--- config.mk ---
export PLATFORM = sky130hd
export DESIGN_NAME = multicycle_control_fsm_flat
export DESIGN_NICKNAME = d
export VERILOG_FILES = /design/src/rtl/multicycle_control_fsm_pkg.sv /design/src/rtl/multicycle_control_fsm_if.sv /design/src/rtl/multicycle_control_fsm_opcode_classifier.sv /design/src/rtl/multicycle_control_fsm.sv /design/src/flat_wrapper.sv
export SDC_FILE = /design/constraint.sdc
export NUM_CORES = 1
export LEC_CHECK = 0
export ABC_CLOCK_PERIOD_IN_PS = 7350
export CAP_MARGIN = 0
export CELL_PAD_IN_SITES_DETAIL_PLACEMENT = 0
export CELL_PAD_IN_SITES_GLOBAL_PLACEMENT = 2
export CORE_MARGIN = 8
export CORE_UTILIZATION = 32
export DETAILED_ROUTE_END_ITERATION = 8
export PLACE_DENSITY_LB_ADDON = 0.08
export SYNTH_ARGS = -nofsm -noshare
export SYNTH_HDL_FRONTEND = slang
export SYNTH_HIERARCHICAL = 1
export SYNTH_SLANG_ARGS = --single-unit
--- constraint.sdc ---
create_clock -name clk -period 7.35 [get_ports clk]
set_input_delay 1.47 -clock clk [delete_from_list [all_inputs] [get_ports clk]]
set_output_delay 1.47 -clock clk [all_outputs]
set_load 0.005 [all_outputs]
--- src/rtl/multicycle_control_fsm_pkg.sv ---
// Purpose : shared types and encodings for the multi-cycle CPU control unit.
// Latency : n/a (types and constants only).
// Backpr. : n/a.
// Contents: state enum, opcode constants, ALU op codes, datapath mux selects,
//           opcode class struct and the packed control-strobe bundle.
package multicycle_control_fsm_pkg;

    typedef enum logic [3:0] {
        ST_RST_IDLE,
        ST_FETCH,
        ST_DECODE,
        ST_EXEC,
        ST_ALU_WB,
        ST_ADDR,
        ST_MEM_RD,
        ST_MEM_WB,
        ST_MEM_WR,
        ST_BRANCH,
        ST_JUMP,
        ST_HALT
    } state_e;

    localparam logic [4:0] OP_NOP  = 5'h00;
    localparam logic [4:0] OP_ADDI = 5'h08;
    localparam logic [4:0] OP_ANDI = 5'h09;
    localparam logic [4:0] OP_ORI  = 5'h0A;
    localparam logic [4:0] OP_LD   = 5'h10;
    localparam logic [4:0] OP_ST   = 5'h11;
    localparam logic [4:0] OP_BEQ  = 5'h18;
    localparam logic [4:0] OP_BNE  = 5'h19;
    localparam logic [4:0] OP_JMP  = 5'h1C;
    localparam logic [4:0] OP_HALT = 5'h1F;

    localparam logic [3:0] ALU_NONE = 4'd0;
    localparam logic [3:0] ALU_ADD  = 4'd1;
    localparam logic [3:0] ALU_SUB  = 4'd2;
    localparam logic [3:0] ALU_AND  = 4'd3;
    localparam logic [3:0] ALU_OR   = 4'd4;
    localparam logic [3:0] ALU_XOR  = 4'd5;
    localparam logic [3:0] ALU_SLL  = 4'd6;
    localparam logic [3:0] ALU_SRL  = 4'd7;

    localparam logic       SRC_A_PC  = 1'b0;
    localparam logic       SRC_A_REG = 1'b1;
    localparam logic [1:0] SRC_B_REG = 2'd0;
    localparam logic [1:0] SRC_B_ONE = 2'd1;
    localparam logic [1:0] SRC_B_IMM = 2'd2;

    localparam logic [1:0] PCSRC_ALU    = 2'd0;
    localparam logic [1:0] PCSRC_ALUOUT = 2'd1;
    localparam logic [1:0] PCSRC_JUMP   = 2'd2;

    // Exactly one class bit is set for any opcode (is_bne rides along with is_br).
    typedef struct packed {
        logic is_r;
        logic is_i;
        logic is_ld;
        logic is_st;
        logic is_br;
        logic is_bne;
        logic is_jmp;
        logic is_nop;
        logic is_halt;
        logic is_illegal;
    } op_class_t;

    typedef struct packed {
        logic       ir_write;
        logic       pc_write;
        logic       i_or_d;
        logic       mem_read;
        logic       mem_write;
        logic       reg_write;
        logic       mem_to_reg;
        logic       alu_src_a;
        logic [1:0] alu_src_b;
        logic [3:0] alu_op;
        logic [1:0] pc_source;
        logic       halted;
    } ctrl_t;

    // States that talk to memory and therefore wait on mem_ready.
    function automatic logic is_mem_state(input state_e s);
        return (s == ST_FETCH) || (s == ST_MEM_RD) || (s == ST_MEM_WR);
    endfunction

endpackage

--- src/rtl/multicycle_control_fsm_if.sv ---
// Purpose : control-unit <-> datapath signal bundle.
// Latency : n/a (wires only).
// Backpr. : mem_ready is the only flow control; the control unit stalls on it.
// master  : control unit (consumes opcode/zero/mem_ready, drives strobes/status).
// slave   : datapath/memory side.
interface multicycle_control_fsm_if #(
    parameter int CNT_W = 16
);
    logic [4:0]       opcode;
    logic             zero;
    logic             mem_ready;
    logic             ir_write;
    logic             pc_write;
    logic             i_or_d;
    logic             mem_read;
    logic             mem_write;
    logic             reg_write;
    logic             mem_to_reg;
    logic             alu_src_a;
    logic [1:0]       alu_src_b;
    logic [3:0]       alu_op;
    logic [1:0]       pc_source;
    logic             halted;
    logic             illegal_op;
    logic             bus_error;
    logic [CNT_W-1:0] retired;

    modport master (
        input  opcode, zero, mem_ready,
        output ir_write, pc_write, i_or_d, mem_read, mem_write, reg_write,
               mem_to_reg, alu_src_a, alu_src_b, alu_op, pc_source,
               halted, illegal_op, bus_error, retired
    );

    modport slave (
        output opcode, zero, mem_ready,
        input  ir_write, pc_write, i_or_d, mem_read, mem_write, reg_write,
               mem_to_reg, alu_src_a, alu_src_b, alu_op, pc_source,
               halted, illegal_op, bus_error, retired
    );
endinterface

--- src/rtl/multicycle_control_fsm_opcode_classifier.sv ---
// Purpose : classify the 5-bit opcode and pick its ALU operation.
// Latency : combinational.
// Backpr. : none.
// Ports   : opcode_i (IR[28:24]) -> cls_o (one-hot class), alu_op_o (EXEC op).
module multicycle_control_fsm_opcode_classifier
    import multicycle_control_fsm_pkg::*;
(
    input  logic [4:0] opcode_i,
    output op_class_t  cls_o,
    output logic [3:0] alu_op_o
);

    always_comb begin
        cls_o    = '0;
        alu_op_o = ALU_ADD;
        case (opcode_i)
            OP_NOP:  cls_o.is_nop = 1'b1;
            5'h01, 5'h02, 5'h03, 5'h04, 5'h05, 5'h06, 5'h07: begin
                // R-type opcodes are numbered to match the ALU op encoding.
                cls_o.is_r = 1'b1;
                alu_op_o   = opcode_i[3:0];
            end
            OP_ADDI: begin cls_o.is_i = 1'b1; alu_op_o = ALU_ADD; end
            OP_ANDI: begin cls_o.is_i = 1'b1; alu_op_o = ALU_AND; end
            OP_ORI:  begin cls_o.is_i = 1'b1; alu_op_o = ALU_OR;  end
            OP_LD:   cls_o.is_ld   = 1'b1;
            OP_ST:   cls_o.is_st   = 1'b1;
            OP_BEQ:  cls_o.is_br   = 1'b1;
            OP_BNE:  begin cls_o.is_br = 1'b1; cls_o.is_bne = 1'b1; end
            OP_JMP:  cls_o.is_jmp  = 1'b1;
            OP_HALT: cls_o.is_halt = 1'b1;
            default: cls_o.is_illegal = 1'b1;
        endcase
    end

endmodule

--- src/rtl/multicycle_control_fsm.sv ---
// Purpose : multi-cycle CPU control FSM with memory wait states, bus timeout,
//           sticky halt/illegal/bus-error status and a retired-instruction counter.
// Latency : 2 (NOP) / 3 (JMP, BEQ, BNE) / 4 (R, I, ST) / 5 (LD) cycles at mem_ready=1.
// Backpr. : FETCH/MEM_RD/MEM_WR hold until mem_ready; MEM_TIMEOUT idle cycles -> bus_error, HALT.
// Ports   : clk, reset_n (async active-low), bus (master side of multicycle_control_fsm_if).
module multicycle_control_fsm
    import multicycle_control_fsm_pkg::*;
#(
    parameter int MEM_TIMEOUT = 16,
    parameter int CNT_W       = 16
) (
    input  logic                       clk,
    input  logic                       reset_n,
    multicycle_control_fsm_if.master   bus
);

    localparam logic [7:0] WAIT_LAST = 8'(MEM_TIMEOUT - 1);

    state_e           state_q, state_d;
    logic [7:0]       wait_q, wait_d;
    logic [CNT_W-1:0] retired_q, retired_d;
    logic             illegal_q, illegal_d;
    logic             bus_err_q, bus_err_d;

    op_class_t  cls;
    logic [3:0] cls_alu_op;
    ctrl_t      ctrl;
    logic       retire;
    logic       timeout;

    multicycle_control_fsm_opcode_classifier u_classifier (
        .opcode_i (bus.opcode),
        .cls_o    (cls),
        .alu_op_o (cls_alu_op)
    );

    // The current cycle is the MEM_TIMEOUT-th without mem_ready; a ready
    // arriving in that same cycle still wins.
    assign timeout = !bus.mem_ready && (wait_q == WAIT_LAST);

    always_ff @(posedge clk or negedge reset_n) begin
        if (!reset_n) begin
            state_q   <= ST_RST_IDLE;
            wait_q    <= '0;
            retired_q <= '0;
            illegal_q <= 1'b0;
            bus_err_q <= 1'b0;
        end else begin
            state_q   <= state_d;
            wait_q    <= wait_d;
            retired_q <= retired_d;
            illegal_q <= illegal_d;
            bus_err_q <= bus_err_d;
        end
    end

    always_comb begin
        state_d   = state_q;
        retire    = 1'b0;
        illegal_d = illegal_q;
        bus_err_d = bus_err_q;
        case (state_q)
            ST_RST_IDLE: state_d = ST_FETCH;
            ST_FETCH: begin
                if (bus.mem_ready) begin
                    state_d = ST_DECODE;
                end else if (timeout) begin
                    state_d   = ST_HALT;
                    bus_err_d = 1'b1;
                end
            end
            ST_DECODE: begin
                if (cls.is_r || cls.is_i) begin
                    state_d = ST_EXEC;
                end else if (cls.is_ld || cls.is_st) begin
                    state_d = ST_ADDR;
                end else if (cls.is_br) begin
                    state_d = ST_BRANCH;
                end else if (cls.is_jmp) begin
                    state_d = ST_JUMP;
                end else if (cls.is_halt) begin
                    state_d = ST_HALT;
                end else if (cls.is_nop || cls.is_illegal) begin
                    // Illegal opcodes retire as NOPs but leave a sticky flag.
                    state_d = ST_FETCH;
                    retire  = 1'b1;
                    if (cls.is_illegal) begin
                        illegal_d = 1'b1;
                    end
                end
            end
            ST_EXEC:   state_d = ST_ALU_WB;
            ST_ALU_WB: begin state_d = ST_FETCH; retire = 1'b1; end
            ST_ADDR:   state_d = cls.is_ld ? ST_MEM_RD : ST_MEM_WR;
            ST_MEM_RD: begin
                if (bus.mem_ready) begin
                    state_d = ST_MEM_WB;
                end else if (timeout) begin
                    state_d   = ST_HALT;
                    bus_err_d = 1'b1;
                end
            end
            ST_MEM_WB: begin state_d = ST_FETCH; retire = 1'b1; end
            ST_MEM_WR: begin
                if (bus.mem_ready) begin
                    state_d = ST_FETCH;
                    retire  = 1'b1;
                end else if (timeout) begin
                    state_d   = ST_HALT;
                    bus_err_d = 1'b1;
                end
            end
            ST_BRANCH: begin state_d = ST_FETCH; retire = 1'b1; end
            ST_JUMP:   begin state_d = ST_FETCH; retire = 1'b1; end
            ST_HALT:   state_d = ST_HALT;
            default:   state_d = ST_RST_IDLE;
        endcase

        // Memory states only leave on ready or timeout, so any state change
        // (and any non-memory state) naturally restarts the wait count at 0.
        wait_d    = (is_mem_state(state_q) && !bus.mem_ready) ? wait_q + 8'd1 : 8'd0;
        retired_d = retired_q + CNT_W'(retire);
    end

    always_comb begin
        ctrl = '0;
        case (state_q)
            ST_FETCH: begin
                ctrl.i_or_d    = 1'b0;
                ctrl.mem_read  = 1'b1;
                ctrl.alu_src_a = SRC_A_PC;
                ctrl.alu_src_b = SRC_B_ONE;
                ctrl.alu_op    = ALU_ADD;
                if (bus.mem_ready) begin
                    ctrl.ir_write  = 1'b1;
                    ctrl.pc_write  = 1'b1;
                    ctrl.pc_source = PCSRC_ALU;
                end
            end
            ST_DECODE: begin
                // Speculative branch target PC + imm lands in ALUOut.
                ctrl.alu_src_a = SRC_A_PC;
                ctrl.alu_src_b = SRC_B_IMM;
                ctrl.alu_op    = ALU_ADD;
            end
            ST_EXEC: begin
                ctrl.alu_src_a = SRC_A_REG;
                ctrl.alu_src_b = cls.is_i ? SRC_B_IMM : SRC_B_REG;
                ctrl.alu_op    = cls_alu_op;
            end
            ST_ALU_WB: begin
                ctrl.reg_write  = 1'b1;
                ctrl.mem_to_reg = 1'b0;
            end
            ST_ADDR: begin
                ctrl.alu_src_a = SRC_A_REG;
                ctrl.alu_src_b = SRC_B_IMM;
                ctrl.alu_op    = ALU_ADD;
            end
            ST_MEM_RD: begin
                ctrl.i_or_d   = 1'b1;
                ctrl.mem_read = 1'b1;
            end
            ST_MEM_WB: begin
                ctrl.reg_write  = 1'b1;
                ctrl.mem_to_reg = 1'b1;
            end
            ST_MEM_WR: begin
                ctrl.i_or_d    = 1'b1;
                ctrl.mem_write = 1'b1;
            end
            ST_BRANCH: begin
                ctrl.alu_src_a = SRC_A_REG;
                ctrl.alu_src_b = SRC_B_REG;
                ctrl.alu_op    = ALU_SUB;
                ctrl.pc_source = PCSRC_ALUOUT;
                ctrl.pc_write  = cls.is_bne ? !bus.zero : bus.zero;
            end
            ST_JUMP: begin
                ctrl.pc_write  = 1'b1;
                ctrl.pc_source = PCSRC_JUMP;
            end
            ST_HALT: ctrl.halted = 1'b1;
            default: ctrl = '0;
        endcase
    end

    assign bus.ir_write   = ctrl.ir_write;
    assign bus.pc_write   = ctrl.pc_write;
    assign bus.i_or_d     = ctrl.i_or_d;
    assign bus.mem_read   = ctrl.mem_read;
    assign bus.mem_write  = ctrl.mem_write;
    assign bus.reg_write  = ctrl.reg_write;
    assign bus.mem_to_reg = ctrl.mem_to_reg;
    assign bus.alu_src_a  = ctrl.alu_src_a;
    assign bus.alu_src_b  = ctrl.alu_src_b;
    assign bus.alu_op     = ctrl.alu_op;
    assign bus.pc_source  = ctrl.pc_source;
    assign bus.halted     = ctrl.halted;
    assign bus.illegal_op = illegal_q;
    assign bus.bus_error  = bus_err_q;
    assign bus.retired    = retired_q;

endmodule
--- src/flat_wrapper.sv ---
// flat-port wrapper written by rule: the top's interface ports become plain ports
module multicycle_control_fsm_flat import multicycle_control_fsm_pkg::*;
#(
    parameter int MEM_TIMEOUT = 16,
    parameter int CNT_W       = 16
)
  (clk, reset_n, bus_opcode, bus_zero, bus_mem_ready, bus_ir_write, bus_pc_write, bus_i_or_d, bus_mem_read, bus_mem_write, bus_reg_write, bus_mem_to_reg, bus_alu_src_a, bus_alu_src_b, bus_alu_op, bus_pc_source, bus_halted, bus_illegal_op, bus_bus_error, bus_retired);
  multicycle_control_fsm_if #(.CNT_W(CNT_W)) bus_i ();
  input  logic clk;
  input  logic reset_n;
  input wire logic [$bits(bus_i.opcode)-1:0] bus_opcode;
  input wire logic [$bits(bus_i.zero)-1:0] bus_zero;
  input wire logic [$bits(bus_i.mem_ready)-1:0] bus_mem_ready;
  output wire logic [$bits(bus_i.ir_write)-1:0] bus_ir_write;
  output wire logic [$bits(bus_i.pc_write)-1:0] bus_pc_write;
  output wire logic [$bits(bus_i.i_or_d)-1:0] bus_i_or_d;
  output wire logic [$bits(bus_i.mem_read)-1:0] bus_mem_read;
  output wire logic [$bits(bus_i.mem_write)-1:0] bus_mem_write;
  output wire logic [$bits(bus_i.reg_write)-1:0] bus_reg_write;
  output wire logic [$bits(bus_i.mem_to_reg)-1:0] bus_mem_to_reg;
  output wire logic [$bits(bus_i.alu_src_a)-1:0] bus_alu_src_a;
  output wire logic [$bits(bus_i.alu_src_b)-1:0] bus_alu_src_b;
  output wire logic [$bits(bus_i.alu_op)-1:0] bus_alu_op;
  output wire logic [$bits(bus_i.pc_source)-1:0] bus_pc_source;
  output wire logic [$bits(bus_i.halted)-1:0] bus_halted;
  output wire logic [$bits(bus_i.illegal_op)-1:0] bus_illegal_op;
  output wire logic [$bits(bus_i.bus_error)-1:0] bus_bus_error;
  output wire logic [$bits(bus_i.retired)-1:0] bus_retired;
  assign bus_i.opcode = bus_opcode;
  assign bus_i.zero = bus_zero;
  assign bus_i.mem_ready = bus_mem_ready;
  assign bus_ir_write = bus_i.ir_write;
  assign bus_pc_write = bus_i.pc_write;
  assign bus_i_or_d = bus_i.i_or_d;
  assign bus_mem_read = bus_i.mem_read;
  assign bus_mem_write = bus_i.mem_write;
  assign bus_reg_write = bus_i.reg_write;
  assign bus_mem_to_reg = bus_i.mem_to_reg;
  assign bus_alu_src_a = bus_i.alu_src_a;
  assign bus_alu_src_b = bus_i.alu_src_b;
  assign bus_alu_op = bus_i.alu_op;
  assign bus_pc_source = bus_i.pc_source;
  assign bus_halted = bus_i.halted;
  assign bus_illegal_op = bus_i.illegal_op;
  assign bus_bus_error = bus_i.bus_error;
  assign bus_retired = bus_i.retired;
  multicycle_control_fsm #(.MEM_TIMEOUT(MEM_TIMEOUT), .CNT_W(CNT_W)) u_core (.clk(clk), .reset_n(reset_n), .bus(bus_i));
endmodule
# Yosys cells after proc, flatten, opt, wreduce, memory -nomap -nowiden
# Index checks and enable logic that the tools add are counted.
word_totals:
  reg_bits: 30
  in_bits: 9
  wordCells: 109
classes:
  n_addsub: 2
  n_eq_ne: 29
  muxes: 44
  n_bitwise: 7
  n_reduce_logical: 22
ops:
  columns: ["op", "n"]
  rows:
  - ["4-bit two-way mux", 11]
  - ["7-bit case mux with 5 select lines", 1]
  - ["4-bit case mux with 8 select lines", 1]
  - ["5-bit == test, second input constant", 6]
  - ["1-bit two-way mux", 23]
  - ["5-bit by 3-bit == test with 1-bit output, second input constant", 4]
  - ["17-bit OR reduction", 1]
  - ["16-bit by 1-bit adder with 16-bit output", 1]
  - ["4-bit by 3-bit == test with 1-bit output, second input constant", 4]
  - ["4-bit == test, second input constant", 4]
  - ["5-bit by 4-bit == test with 1-bit output, second input constant", 3]
  - ["4-bit case mux with 3 select lines", 1]
  - ["5-bit by 2-bit == test with 1-bit output, second input constant", 2]
  - ["8-bit by 1-bit adder with 8-bit output, second input constant", 1]
  - ["4-bit by 2-bit == test with 1-bit output, second input constant", 2]
  - ["8-bit by 4-bit == test with 1-bit output, second input constant", 1]
  - ["8-bit two-way mux", 1]
  - ["2-bit case mux with 2 select lines", 2]
  - ["8-bit AND reduction", 1]
  - ["7-bit by 1-bit != test with 1-bit output, second input constant", 1]
  - ["1-bit inverter", 7]
  - ["7-bit OR reduction", 1]
  - ["1-bit case mux with 3 select lines", 2]
  - ["2-bit OR reduction", 3]
  - ["12 further kinds", 20]

# Depth between registers and ports, before layout
# Gate-level depths: netlist of run 1.
depth:
  depth_word: 12
  depth_mapped: 13
  mapped_depth_nobuf: 12

# Modules after synthesis
# The synthesis of run 1 kept the hierarchy.
by_module_without_submodules:
  columns: ["mod", "n_inst", "cells_per_inst", "area_per_inst_um2"]
  rows:
  - ["multicycle_control_fsm", 1, 188, 1742.9]
  - ["multicycle_control_fsm_opcode_classifier", 1, 37, 229.0]

# Worst setup path before layout of run 1
# No wires, ideal clock.
synth_timing:
  kind: "in2out"
  start: "input port bus_opcode[3]"
  end: "output port bus_alu_op[1]"
  arrival_time_ps: 2437
  required_ps: 5880
  setup_slack_ps: 3443
  cell_stages: 7
  path_cell_list: "buf_4 > nor2b_2 > nand3b_1 > a21oi_1 > nand2_1 > mux2_2 > nor3_1"
synth_via:
  elab_chain_len: 4
  elab_cells_between_ends: 12
synth_lines:
  columns: ["element", "line", "text"]
  rows:
  - ["from (decl)", "flat_wrapper.sv:11", "input wire logic [$bits(bus_i.opcode)-1:0] bus_opcode;"]
  - ["5-bit by 1-bit == test with 1-bit output, or another cell as far along", "multicycle_control_fsm_opcode_classifier.sv:16", "case (opcode_i)"]
  - ["7-bit OR reduction", "multicycle_control_fsm_opcode_classifier.sv:16", null]
  - ["4-bit case mux with 3 select lines (*)", "multicycle_control_fsm_opcode_classifier.sv:16", null]
  - ["net u_core.cls_alu_op[1]", "multicycle_control_fsm.sv:26", "logic [3:0] cls_alu_op;"]
  - ["7-bit case mux with 5 select lines (*)", "multicycle_control_fsm.sv:127", "case (state_q)"]
  - ["to (decl)", "flat_wrapper.sv:23", "output wire logic [$bits(bus_i.alu_op)-1:0] bus_alu_op;"]
# The timed path passes the listed nets; every way through them passes the cells marked *.

# Worst setup path in the final report of run 1
# Same ends and word-level chain as after synthesis.

==> results of run 1 <==
[cell type report]
type / instances / area (um2)
Fill cell: 636 / 3390
Inverter: 6 / 22.5
Multi-Input combinational cell: 176 / 1120
Timing Repair Buffer: 43 / 428
Sequential cell: 30 / 751
Tap cell: 75 / 93.8
Clock inverter: 2 / 60.1
Clock buffer: 6 / 82.6
[where the power goes]
group	switching (mW)	leakage [nW]	internal, mW
Combinational	0.133	0.586	0.166
Clock	0.0628	0.0714	0.145
Sequential	0.0693	0.391	0.195
Total	0.265	1.05	0.505
[stage by stage]
stage	instances	util [%]	hold WS, ns
2_1_floorplan	225	-	0.433
3_3_place_gp	330	40.6	0.446
4_1_cts	338	43.0	0.470
5_1_grt	338	43.0	0.484
6_report	338	43.0	0.462
3_5_place_dp	330	40.6	0.449
[flip-flops by register name, summed over array words and instances (netlist names)]
register               cells
u_core/bus.bus_error       1
u_core/bus.illegal_op      1
u_core/bus.retired        16
u_core/state_q             4
u_core/wait_q              8
[cell families (layout without fill, tap and decap cells)]
logic type / after synthesis / in the layout / share of synthesized area [%]
compound gates: 38 / 38 / 13.5
fa+ha+maj: 3 / 3 / 1.90
mux: 2 / 2 / 1.14
xor+xnor: 22 / 22 / 9.77
simple gates: 110 / 110 / 30.6
flops: 30 / 30 / 38.1
other cells: 1 / 1 / 0.190
buf+inv: 19 / 57 / 4.89
[placed cells by master (no fill, tap or decap), types with 3 or more instances in the layout]
master,count
dfrtp_1,30
a211o_1,3
xnor2_1,11
clkbuf_8,6
nor3_1,8
and4_1,4
clkdlybuf4s50_1,42
nand2b_1,8
nand3b_1,3
o31ai_1,3
o21ai_0,6
and3_1,3
nand4_1,3
xor2_1,11
inv_1,6
ha_1,3
nor2_1,37
nand2_1,13
nor4_1,3
nand3_1,11
a21oi_1,10
[how the worst max path moves through the flow]
stage                               end  slack [ns]  depth (start not counted)
after global routing      bus_alu_op[1]        2.09                          8
after global placement    bus_alu_op[1]        2.28                          8
after floorplan           bus_alu_op[1]        3.44                          7
after detailed placement  bus_alu_op[1]        2.25                          8
after CTS                 bus_alu_op[1]        2.24                          8
final                     bus_alu_op[1]        2.26                          8
[cell usage after synthesis (5+ instances only)]
cell type / n
nor2_1: 37
xor2_1: 11
nand2_1: 13
nand2b_1: 8
dfrtp_1: 30
inv_1: 6
o21ai_0: 6
xnor2_1: 11
nand3_1: 11
a21oi_1: 10
buf_2: 5
nor3_1: 8
[metal layers]
layer / vias up / routed length, um / part of all wire, % / global-route usage, %
met1: 825 / 2330 / 46 / 14.9
li1: 863 / - / - / -
met2: 32 / 2420 / 48 / 20.2
met5: - / 0 / 0 / 0
met3: 6 / 216 / 4.3 / 3.10
met4: 0 / 76 / 1.5 / 4.55
==> results.md, run 1 <==
- Outcome: finished clean
- Synth area leaders: dfrtp_1 38%, nor2_1 7.0%, xnor2_1 4.9%
- Fmax: 0.196 GHz
- Core ar.: 5960 um2
- Place WS: 2.25 ns
- Final setup viols: 0
- Leakage: 1.05 nW
- Initial Util: 33.1%
- Detailed placer's ending HPWL: 3660 um
- HP Class: register to register
- Reg2Reg Depth: 9
- Top cell type's share of synthesized area: 38.1%
- HP Start: u_core/bus.illegal_op
- CTS tree: yes
- Critical path fanouts, max: 9
- Setup WS post-layout: 2.26 ns
- Kind of critical path: input port to primary output
- Final net count: 274
- CTS Hold Bufs: 0
- Antenna diodes: 0
- Min Clock Period, post-route: 5.09 ns
- Worst-Skew Late Latency: 0.28 ns
- Crit path top cell by count: clkdlybuf4s50_1
- Synth Instances: 225
- IO Count: 44
- Rel. slew slack: 50.2%
- CTS max path bufs: 2
- Initial antenna violation count: 0
- CP max-delay cell: clkdlybuf4s50_1
- Die Height: 94.5 um
- Ratio of cells with drive above 1 in the final layout: 7.60%
- Root buffer cell: clkbuf_8
- Kind of start point of the critical path: input port
- Critical Path End Type: primary output
- Worst vdd ir: 0.159 mV
- Hold Vio Cnt, Final: 0
- Clock-pin slew on the worst setup and hold paths: 0.07 ns
- Placed cell areas: 2420 um2
- Inserted Clock Buffers: 5
- Critical path required time: 5.88 ns
- RePlAce Congestion: 0.732
- FF-to-FF Start: u_core/state_q[1]
- Number of library cell types mapped by synthesis: 52
- Total power: 0.770 mW
- Layout area overhead: 29.9%
- Largest net degree at the start of global routing: 31
- Vias in the first global route: 1,762
- Post-synth design cell area: 1970 um2
- First-pass DRT Iterations: 4
- Data arrival time of the critical path: 3.62 ns
- Routed WL: 5050 um
- Clock sink count: 30
- Slowest stage delay, CP: 0.63 ns
- Initial DRC count: 64
- GRT overflow: 0
- RR Endpoint: u_core/bus.retired[14]
- Clock skew: 0.00779 ns
- H-tree level count: 2
- Design area: 2560 um2
- Hold Path Depth: 1
- IO Port Bufs: 42
- Post_cts resized: 0
- Cell Pwr Density: 301 nW/um2
- Syn nets: 237
- Mean Syn Cell Area: 8.76 um2
- Post-synth EDFFs: 0
- Yosys warning total: 6
- Cell Chain, Critical Path: clkdlybuf4s50_1 -> nor2b_2 -> nand3b_1 -> a21oi_1 -> nand2_1 -> mux2_2 -> nor3_1 -> clkdlybuf4s50_1
- Vias: 1,726
- Total setup buffers inserted after CTS: 0
- FFs w/ async S/R, synth: 100%
- RSZ-0062 raised after global routing: false
- Setup slack, reg-to-reg: 4.09 ns
- Routed Antenna Nets: 0
- Crit path from: bus_opcode[3]
- Area of the die: 8930 um2
- Post-synth top area cell: dfrtp_1
- Period utilization: 69.3%
- Crit path buffers/inverters: 2
- WHS Endpoint: u_core/bus.illegal_op
- Yosys reg bits: 30
- Worst-margin pin slew: 0.747 ns
- Global-route wire length before repair: 8740 um
- Max Slew Vio Count: 0
- Die span in x: 94.5 um
- Tot GR Track Use: 12.2%
- Row cnt: 28
- Ys flop type: dfrtp_1
- Seq/Total Area, Yosys: 38.1%
- Vias per cell: 5.11
- Detailed-route wire length per cell: 14.9 um
- Delay-heaviest family, CP: buffers and inverters
- Total Neg Setup Slack: 0 ns
- DRC: 0
- Max-cap violations: 0
No activity file was read; power rests on OpenSTA's default activity.
==> run 2, diff against run 1 <==
- ABC_CLOCK_PERIOD_IN_PS: 7350 -> 5200
- CORE_UTILIZATION: 32 -> 30
- clock period: 7.35 -> 5.2 ns (I/O delays scaled with it)
==> run 2 against run 1 <==
Core utilization down 3.4 points. Cell count up 0.59%. Clock power down 3%. First-iteration DRC count up 110%. Critical path type unchanged. Largest cell class unchanged. Highest routed layer unchanged.
==> results.md, run 2 (synthesis gave the netlist of run 1 again) <==
- Hold Vio Cnt, Final: 0
- First-pass DRT Iterations: 4
- Largest net degree at the start of global routing: 31
- Reg2Reg Depth: 9
- RePlAce Congestion: 0.700
- Period utilization: 81.5%
- Layout Cells excl Fill: 340
- Critical path fanouts, max: 9
- Layout area overhead: 27.7%
- WHS Endpoint: u_core/wait_q[0]
- RR Endpoint: u_core/bus.retired[14]
- Critical Path End Type: primary output
- Data arrival time of the critical path: 3.20 ns
- Die span in x: 97.1 um
- Total Neg Setup Slack: 0 ns
- Worst-Skew Late Latency: 0.28 ns
- Flip-flop count of the largest register after layout: 16
- Clock-pin slew on the worst setup and hold paths: 0.06 ns
- Most frequent cells in the layout: 42 x clkdlybuf4s50_1, 37 x nor2_1, 30 x dfrtp_1, 13 x nand2_1
- CTS Hold Bufs: 0
- Die Height: 97.1 um
- Leakage: 1.02 nW
- IO Count: 44
- Setup slack, reg-to-reg: 2.01 ns
- Core ar.: 6350 um2
- Ratio of cells with drive above 1 in the final layout: 7.60%
- CTS max path bufs: 2
- Tot GR Track Use: 11.0%
- HP Start: u_core/wait_q[0]
- Rel. slew slack: 48.7%
- Fmax: 0.236 GHz
- Cell Chain, Critical Path: clkdlybuf4s50_1 -> nor2b_2 -> nand3b_1 -> a21oi_1 -> nand2_1 -> mux2_2 -> nor3_1 -> clkdlybuf4s50_1
- Clock skew: 0.00865 ns
- Initial antenna violation count: 0
- Critical path required time: 4.16 ns
- Final setup viols: 0
- CP max-delay cell: clkdlybuf4s50_1
- Vias: 1,723
- Root buffer cell: clkbuf_8
- Kind of start point of the critical path: input port
- HP Class: register to register
- H-tree level count: 2
- Antenna diodes: 0
- FF-to-FF Start: u_core/state_q[1]
- Dpl cells: 332
- Min Clock Period, post-route: 4.24 ns
- Final net count: 274
- Worst-margin pin slew: 0.769 ns
- Kind of critical path: input port to primary output
- Initial Util: 31.1%
- Vias per cell: 5.07
- Detailed placer's ending HPWL: 3800 um
- Global-route wire length before repair: 8690 um
- Slowest stage delay, CP: 0.64 ns
- CTS tree: yes
- IO Port Bufs: 42
- Hold Path Depth: 1
- Max Slew Vio Count: 0
- Routed Antenna Nets: 0
- Fillers: 641
- Most common cell after layout, fill and taps aside: clkdlybuf4s50_1
- Initial DRC count: 135
- Routed WL: 5190 um
- Detailed-route wire length per cell: 15.3 um
- Post_cts resized: 0
- Total setup buffers inserted after CTS: 0
- Clock sink count: 30
- Cell Pwr Density: 397 nW/um2
- Max-cap violations: 0
- Inserted Clock Buffers: 5
- RSZ-0062 raised after global routing: false
- Row cnt: 29
- Worst vdd ir: 0.224 mV
- Worst hold margin: 0.457 ns
- Outcome: finished clean
- GRT overflow: 0
- DRC: 0
- Crit path top cell by count: clkdlybuf4s50_1
- Vias in the first global route: 1,697
- Area of the die: 9420 um2
-- run 2: worst max-delay path by stage --
stage                     depth (start not counted)  slack [ns]                     end          start
after floorplan                                  11        1.96  u_core/bus.retired[14]  bus_opcode[2]
after global placement                            8        0.92           bus_alu_op[1]  bus_opcode[3]
after detailed placement                          8        0.95           bus_alu_op[1]  bus_opcode[3]
after CTS                                         8        0.94           bus_alu_op[1]  bus_opcode[3]
after global routing                              8        0.83        bus_alu_src_b[1]  bus_opcode[3]
final                                             8        0.96           bus_alu_op[1]  bus_opcode[3]
-- run 2: critical path, delay by kind of cell --
| family | cells | cell delay [ns] |
|---|---|---|
| simple gates | 4 | 0.54 |
| compound gates | 1 | 0.16 |
| mux | 1 | 0.29 |
| buf+inv | 2 | 1.17 |
-- run 2: area by class of cell --
class	count	area, um2	share of cell area (%)
Inverter	6	22.5	0.895
Clock buffer	6	82.6	3.28
Multi-Input combinational cell	176	1120	44.7
Sequential cell	30	751	29.8
Timing Repair Buffer	43	428	17.0
Tap cell	77	96.3	3.83
Clock inverter	2	12.5	0.497
-- run 2: stage by stage --
step,worst slack (ns),util (%),power [mW],cell area [um2]
2_1_floorplan,1.96,-,0.595,1970
3_3_place_gp,0.921,38.1,0.820,2420
3_5_place_dp,0.950,38.1,0.808,2420
4_1_cts,0.944,39.6,1.02,2520
5_1_grt,0.832,39.6,1.08,2520
6_report,0.961,39.6,1.00,2520
-- run 2: report_power, final --
part | leakage, nW | switching, mW | internal, mW
Combinational | 0.586 | 0.191 | 0.234
Sequential | 0.391 | 0.0990 | 0.275
Clock | 0.0472 | 0.0946 | 0.106
-- run 2: per-layer routing --
layer / GRT usage, % / vias up / routed length [um]
met5: 0 / - / 0
met4: 3.20 / 0 / 53
met3: 3.70 / 5 / 362
met2: 15.9 / 41 / 2190
met1: 15.0 / 809 / 2580
li1: - / 868 / -
